$ cat src/rtl/trade_pkg.sv
// Shared types for the order generator: FSM states, side encoding
// and the signed position width.
package trade_pkg;

  localparam int POS_W = 8;

  localparam logic SIDE_BUY  = 1'b1;
  localparam logic SIDE_SELL = 1'b0;

  typedef enum logic [1:0] {
    IDLE     = 2'd0,
    ISSUE    = 2'd1,
    COOLDOWN = 2'd2
  } order_state_t;

endpackage

$ cat src/rtl/trade_order_gen_risk.sv
// trade_risk_check: combinational position-limit check done in
// 9-bit signed so position +/- qty can never wrap.
module trade_risk_check
  import trade_pkg::*;
#(
  parameter int max_position = 4
) (
  input  logic [POS_W-1:0] position,
  input  logic             side,
  input  logic [6:0]       qty,
  output logic             allowed
);

  logic signed [8:0] pos9;
  logic signed [8:0] qty9;
  logic signed [8:0] lim9;
  logic signed [8:0] nxt9;

  always_comb begin
    pos9 = $signed({position[POS_W-1], position});
    qty9 = $signed({2'b00, qty});
    lim9 = $signed(9'(max_position));
    if (side == SIDE_BUY) begin
      nxt9    = pos9 + qty9;
      allowed = (nxt9 <= lim9);
    end else begin
      nxt9    = pos9 - qty9;
      allowed = (nxt9 >= -lim9);
    end
  end

endmodule

$ cat src/rtl/trade_order_gen.sv
// Order generator: limit-checked buy/sell orders under valid/ready.
// Optional post-fill cooldown enabled by TRADE_COOLDOWN_EN.
module trade_order_gen
  import trade_pkg::*;
#(
  parameter int data_width      = 8,
  parameter int max_position    = 4,
  parameter int order_qty       = 1,
  parameter int cooldown_cycles = 4
) (
  input  logic                  clk,
  input  logic                  rst,
  input  logic                  data_valid_mean,
  input  logic                  buy_signal,
  input  logic                  sell_signal,
  input  logic [data_width-1:0] current_data,
  input  logic                  order_ready,
  output logic                  order_valid,
  output logic                  order_side,
  output logic [data_width-1:0] order_price,
  output logic [POS_W-1:0]      position,
  output logic [15:0]           drop_count
);

  localparam logic [POS_W-1:0] QTY = POS_W'(order_qty);

  order_state_t          state_q, state_d;
  logic                  side_q, side_d;
  logic [data_width-1:0] price_q, price_d;
  logic [POS_W-1:0]      pos_q, pos_d;
  logic [15:0]           drop_q, drop_d;
  logic                  drop_inc;
  logic                  single, conflict, any_dec;
  logic                  allowed;

`ifdef TRADE_COOLDOWN_EN
  localparam logic [15:0] CD = 16'(cooldown_cycles);
  logic [15:0] cnt_q, cnt_d;
`else
  wire unused_cooldown = |cooldown_cycles;
`endif

  assign single   = data_valid_mean & (buy_signal ^ sell_signal);
  assign conflict = data_valid_mean & buy_signal & sell_signal;
  assign any_dec  = data_valid_mean & (buy_signal | sell_signal);

  trade_risk_check #(
    .max_position(max_position)
  ) u_risk (
    .position(pos_q),
    .side    (buy_signal ? SIDE_BUY : SIDE_SELL),
    .qty     (QTY[6:0]),
    .allowed (allowed)
  );

  always_comb begin
    state_d  = state_q;
    side_d   = side_q;
    price_d  = price_q;
    pos_d    = pos_q;
    drop_inc = 1'b0;
`ifdef TRADE_COOLDOWN_EN
    cnt_d    = cnt_q;
`endif
    case (state_q)
      IDLE: begin
        if (conflict) begin
          drop_inc = 1'b1;
        end else if (single) begin
          if (allowed) begin
            state_d = ISSUE;
            side_d  = buy_signal ? SIDE_BUY : SIDE_SELL;
            price_d = current_data;
          end else begin
            drop_inc = 1'b1;
          end
        end
      end
      ISSUE: begin
        drop_inc = any_dec;
        if (order_ready) begin
          pos_d = (side_q == SIDE_BUY) ? pos_q + QTY : pos_q - QTY;
`ifdef TRADE_COOLDOWN_EN
          if (CD != 16'd0) begin
            state_d = COOLDOWN;
            cnt_d   = CD;
          end else begin
            state_d = IDLE;
          end
`else
          state_d = IDLE;
`endif
        end
      end
`ifdef TRADE_COOLDOWN_EN
      COOLDOWN: begin
        drop_inc = any_dec;
        if (cnt_q <= 16'd1) begin
          state_d = IDLE;
          cnt_d   = 16'd0;
        end else begin
          cnt_d = cnt_q - 16'd1;
        end
      end
`endif
      default: state_d = IDLE;
    endcase
    drop_d = (drop_inc && drop_q != 16'hFFFF) ? drop_q + 16'd1 : drop_q;
  end

  always_ff @(posedge clk) begin
    if (rst) begin
      state_q <= IDLE;
      side_q  <= 1'b0;
      price_q <= '0;
      pos_q   <= '0;
      drop_q  <= '0;
    end else begin
      state_q <= state_d;
      side_q  <= side_d;
      price_q <= price_d;
      pos_q   <= pos_d;
      drop_q  <= drop_d;
    end
  end

`ifdef TRADE_COOLDOWN_EN
  always_ff @(posedge clk) begin
    if (rst) cnt_q <= '0;
    else     cnt_q <= cnt_d;
  end
`endif

  assign order_valid = (state_q == ISSUE);
  assign order_side  = side_q;
  assign order_price = price_q;
  assign position    = pos_q;
  assign drop_count  = drop_q;

endmodule

$ cat config.mk
export PLATFORM = sky130hd
export DESIGN_NAME = trade_order_gen
export DESIGN_NICKNAME = d
export VERILOG_FILES = /design/src/rtl/trade_pkg.sv /design/src/rtl/trade_order_gen_risk.sv /design/src/rtl/trade_order_gen.sv
export SDC_FILE = /design/constraint.sdc
export NUM_CORES = 1
export LEC_CHECK = 0
export BUFFER_PORTS_ARGS = -buffer_cell sky130_fd_sc_hd__buf_2
export CELL_PAD_IN_SITES_DETAIL_PLACEMENT = 2
export CELL_PAD_IN_SITES_GLOBAL_PLACEMENT = 2
export CORE_MARGIN = 10
export CORE_UTILIZATION = 25
export DETAILED_ROUTE_END_ITERATION = 10
export GPL_TIMING_DRIVEN = 0
export HOLD_SLACK_MARGIN = 0.02
export PLACE_DENSITY_LB_ADDON = 0.2
export SKIP_CTS_REPAIR_TIMING = 1
export SYNTH_ARGS = -nofsm -noshare
export SYNTH_HDL_FRONTEND = slang
export SYNTH_SLANG_ARGS = --single-unit
$ cat constraint.sdc
create_clock -name clk -period 5.4 [get_ports clk]
set_input_delay 1.08 -clock clk [delete_from_list [all_inputs] [get_ports clk]]
set_output_delay 1.08 -clock clk [all_outputs]
set_load 0.05 [all_outputs]
## Word-level counts from Yosys, hierarchy flattened

Index checks and enable logic that the tools add are counted.

- Bits in registers: 35
- Bits of input ports: 14
- Output and inout bits: 34

- $add $sub $neg: 5
- $lt $le $gt $ge: 2
- Equality and inequality tests: 6
- Multiplexer cells: 12
- Bitwise operators: 7
- Reduce and logical (&&, ||, !) cells: 5

Operator list:

| operator | number |
|---|---|
| 16-bit by 1-bit adder with 16-bit output (second input constant) | 1 |
| 16-bit != test (second input constant) | 1 |
| 8-bit by 2-bit adder with 9-bit output (second input constant) | 1 |
| 9-bit by 3-bit greater-or-equal comparator with 1-bit output (second input constant) | 1 |
| 9-bit by 4-bit less-or-equal comparator with 1-bit output (second input constant) | 1 |
| 8-bit by 2-bit subtractor with 9-bit output (second input constant) | 1 |
| 8-bit by 1-bit adder with 8-bit output (second input constant) | 1 |
| 2-bit two-way mux | 4 |
| 8-bit two-way mux | 1 |
| 2-bit != test (second input constant) | 4 |
| 4-bit AND reduction | 2 |
| 8-bit by 1-bit subtractor with 8-bit output (second input constant) | 1 |
| 1-bit two-way mux | 5 |
| 1-bit bitwise AND | 4 |
| 2-bit case mux with 2 select lines | 1 |
| 2-bit by 1-bit equality test with 1-bit output (second input constant) | 1 |
| 2-bit zero test | 1 |
| 1-bit case mux with 2 select lines | 1 |
| 2-bit AND reduction | 1 |
| 1-bit logical AND | 1 |
| 1-bit inverter | 1 |
| 1-bit OR | 1 |
| 1-bit XOR | 1 |

## Longest topological paths before layout

- Depth in word-level cells: 8
- Mapped depth: 8
- Depth with buffers taken out: 7

## Modules after synthesis

A second synthesis with hierarchy kept.

- Cell total of the unflattened synthesis: 302
- Area total of the unflattened synthesis: 2537.4 sq um

Modules (own cells, without submodules):

| module | instances | cells an instance | area each (sq um) | sequential area each (sq um) |
|---|---|---|---|---|
| trade_order_gen | 1 | 202 | 1799.2 | 680.7 |
| trade_risk_check | 1 | 100 | 738.2 | 0.0 |

## Worst setup path after synthesis

No wires, ideal clock.

- Path type: input to register
- Start point: in buy_signal
- End point: reg drop_q[5] (netlist: drop_count[5])
- Data arrival time: 2461 ps
- Required time: 5279 ps
- Setup slack: 2818 ps
- Stages: 8
- Cell sequence: inv_1 -> ha_1 -> a21boi_1 -> o21a_1 -> o21ai_2 -> buf_6 -> nor4_1 -> mux2_2

- Cells in the longest elaborated chain, start to end: 7

Ends and longest elaborated chain:

| element | RTL line | text |
|---|---|---|
| from (decl) | trade_order_gen.sv:14 | `input logic buy_signal,` |
| 1-bit two-way mux | trade_order_gen.sv:51 | `.side (buy_signal ? SIDE_BUY : SIDE_SELL),` |
| 1-bit two-way mux | trade_order_gen_risk.sv:23 | `if (side == SIDE_BUY) begin` |
| 1-bit two-way mux | trade_order_gen.sv:70 | `if (allowed) begin` |
| 1-bit two-way mux | trade_order_gen.sv:69 | `end else if (single) begin` |
| 1-bit two-way mux | trade_order_gen.sv:67 | `if (conflict) begin` |
| 1-bit case mux with 2 select lines * | trade_order_gen.sv:65 | `case (state_q)` |
| 1-bit logical AND * | trade_order_gen.sv:108 | `drop_d = (drop_inc && drop_q != 16'hFFFF) ? drop_q + 16'd1 : drop_q;` |
| to (signal assigned) | trade_order_gen.sv:123 | `drop_q <= drop_d;` |
| to (decl) | trade_order_gen.sv:31 | `logic [15:0] drop_q, drop_d;` |

Mark *: on every way between the ends. The rest lies on a longest branch, timed or not.
A chain may end at the register's enable or synchronous reset.

## Worst setup path after layout

Ends and elaborated chain as after synthesis.

==> impl_metrics.yaml <==
cts:
  cts_num_sinks: 34
  numCtsBuffers: 5
  clock_tree.root_cell: "clkbuf_8"
  cts_tree: "done"
  clkTransAtPathRegs_ps: 70
  h-tree-depth: 2
  clockBufferDepth: 2
  clkLatencyLatePin_ps: 300
cells_and_area:
  fin_nets: 301
  antenna_cells: 0
  instances_no_fill: 378
  area_growth_pct: 23.7
  drive_gt1_share_pct: 24.7
  fillers: 852
  multi_input_area_sq_um: 1140
  fin_util_pct: 32.3
  regArea_sq_um: 681
min_path:
  hp-class: "reg2reg"
  hold_path_depth: 2
synth:
  synth-main-ff-cell: "dfxtp_1"
  synth.top_cells.by_area: "dfxtp_1 (36%), mux2i_1 (5.8%), a21oi_1 (5.2%)"
  yosysTopAreaCellShare_pct: 35.6
  synth_area_sq_um: 1910
  synth_seq_cells: 34
  synth_commonest_cells: "dfxtp_1 (34), a21oi_1 (20), nand2_1 (20), nor2_1 (20)"
  synthMuxAreaShare_pct: 8.11
  synth-edff-count: 0
  synth-warning-count: 0
  syn_avg_cell_area_sq_um: 8.54
  ys_seq_area_share_pct: 35.6
  synthDistinctLibCells: 49
  yosys.area_share.adder_pct: 6.28
  synth_compound_area_share_pct: 19.6
  yosys.area.top_type: "dfxtp_1"
  syn_nets: 247
  synthCells: 224
  synth_top_family_by_area: "simple AND/OR/NAND/NOR gates"
  async_flop_share_pct: 0
  synth_most_common_cell: "dfxtp_1"
  synthXorXnorAreaFrac_pct: 2.29
  synth_simple_gate_area_share_pct: 23.2
routing:
  drtAntennaViolNets: 0
  wl_per_cell_microns: 16.5
  vias_per_cell: 5.01
  firstDrtPassIters: 4
  initialDrtViolationCount: 58
  routed_wl_microns: 6220
  vias: 1892
  drc: 0
critical_path:
  r2r_cells: 7
  cp-end-kind: "flip-flop"
  start_kind: "primary input"
  required_ps: 5580
  crit_type: "in2reg"
  crit_fanout: 10
  critPathArrivalTime_ps: 2840
timing:
  slew_viol_final: 0
  post-route-period-util_pct: 49.3
  rsz0062_at_grt: "false"
  max-slew-margin-rel_pct: 65.3
  tightest_slew_ps: 520
  fmaxAchievable_ghz: 0.375
  period_needed_ps: 2660
  skew_ps: 11.8
  finalHoldViolCount: 0
  finalSetupTns_ps: 0
  setup_violations: 0
grt:
  met3_usage_pct: 4.25
  track_usage_pct: 11.3
  grt_pass1_vias: 2046
  gr-usage-met1_pct: 13.7
  grt_overflow_total: 0
  grt_pass1_wl_microns: 10500
  use_met2_pct: 17.9
  antenna_found_initial: 1
  busiest_layer: "met2"
  grt_max_degree: 12
placed_design:
  place.gp.congestion: 0.730
  io_buffers: 47
  hpwl_microns: 4880
  dp_cells: 370
run_status:
  outcome: "completed"
job:
  cap_violations: 0
floorplanning:
  pin_count: 48
  die_w_microns: 107
  initial_core_util_pct: 26.1
  num_rows: 31
  die_y_microns: 107
  die_area_sq_um: 11600
  core_area_sq_um: 7330
power:
  power_frac_seq_pct: 43.8
  p_sw_share_pct: 33.3
  intPower_mw: 0.408
  power_switching_mw: 0.204
  power_frac_comb_pct: 22.5
  clock_power_share_pct: 33.7
  p_leak_nw: 1.07
  p_per_area_nw_per_um2: 258
  peakVddDrop_mv: 0.101
-- area by class of cell --
type                       instances  area share [%]
inverter                          11            1.74
timing repair buffer              47            9.94
clock buffer                       6            3.49
clock inverter                     2           0.529
multi-input combinational        169            48.0
sequential                        34            28.8
buffer                            10            2.33
tap                               99            5.23
-- placed cells by master (no fill, tap or decap), types with 3 or more instances in the layout --
cell	count
a21o_1	3
a21oi_1	20
buf_2	49
clkbuf_1	4
clkbuf_8	6
dfxtp_1	34
ha_1	8
inv_1	11
mux2_2	4
mux2i_1	11
nand2_1	20
nand3_1	7
nand4_1	3
nor2_1	20
nor2b_1	3
nor3_1	3
nor4_1	3
o2111ai_1	3
o21a_1	3
o21ai_0	8
o31ai_1	7
or3_1	4
or4_1	7
xnor2_1	3
-- power by group through the flow --
stage	logic, mW	registers, mW	clock network (mW)
floorplan	0.0728	0.301	0
global placement	0.137	0.274	0
detailed placement	0.139	0.274	0
CTS	0.140	0.268	0.215
global route	0.152	0.270	0.229
finish	0.137	0.268	0.206
-- per-stage QoR --
step | hold slack [ps] | worst slack, ps | power [mW] | cell area, sq um
after global placement | 468 | 2420 | 0.411 | 2270
after floorplan | 702 | 2820 | 0.374 | 1910
final | 498 | 2740 | 0.611 | 2370
after global routing | 544 | 2460 | 0.651 | 2370
after detailed placement | 488 | 2410 | 0.413 | 2270
after CTS | 505 | 2720 | 0.624 | 2370
-- cell families after synthesis --
logic type,Yosys count
xor+xnor,5
flops,34
buf+inv,21
fa+ha+maj,9
compound gates,56
mux,15
simple gates,84
-- flip-flops by register name, summed over array words and instances (netlist names) --
name and flops:
drop_count 16, order_price 8, order_side 1, position 8, state_q 1
-- routing by layer --
metal  part of all wire (%)  up-vias  wire [microns]
met5                   0.29        -              18
met4                    1.5        2              93
met3                    6.2        8             383
met2                     45       32            2800
met1                     47      924            2930
li1                       -      926               -
-- path summary, 6_finish.rpt --
| kind | endpoint | slack, ps | from |
|---|---|---|---|
| min reg2reg | order_price[5] | 500 | order_price[5] |
| max reg2reg | position[7] | 3180 | order_side |
| max | drop_count[5] | 2740 | buy_signal |
| min | order_price[5] | 500 | order_price[5] |
-- worst max-delay path, cell delays in order --
cell      delay [ps]
buf_2            120
inv_1             90
ha_1             200
a21boi_1         290
o21a_1           220
o21ai_2          100
buf_6            160
nor4_1           220
mux2_2           370
No activity file was read; power rests on OpenSTA's default activity.
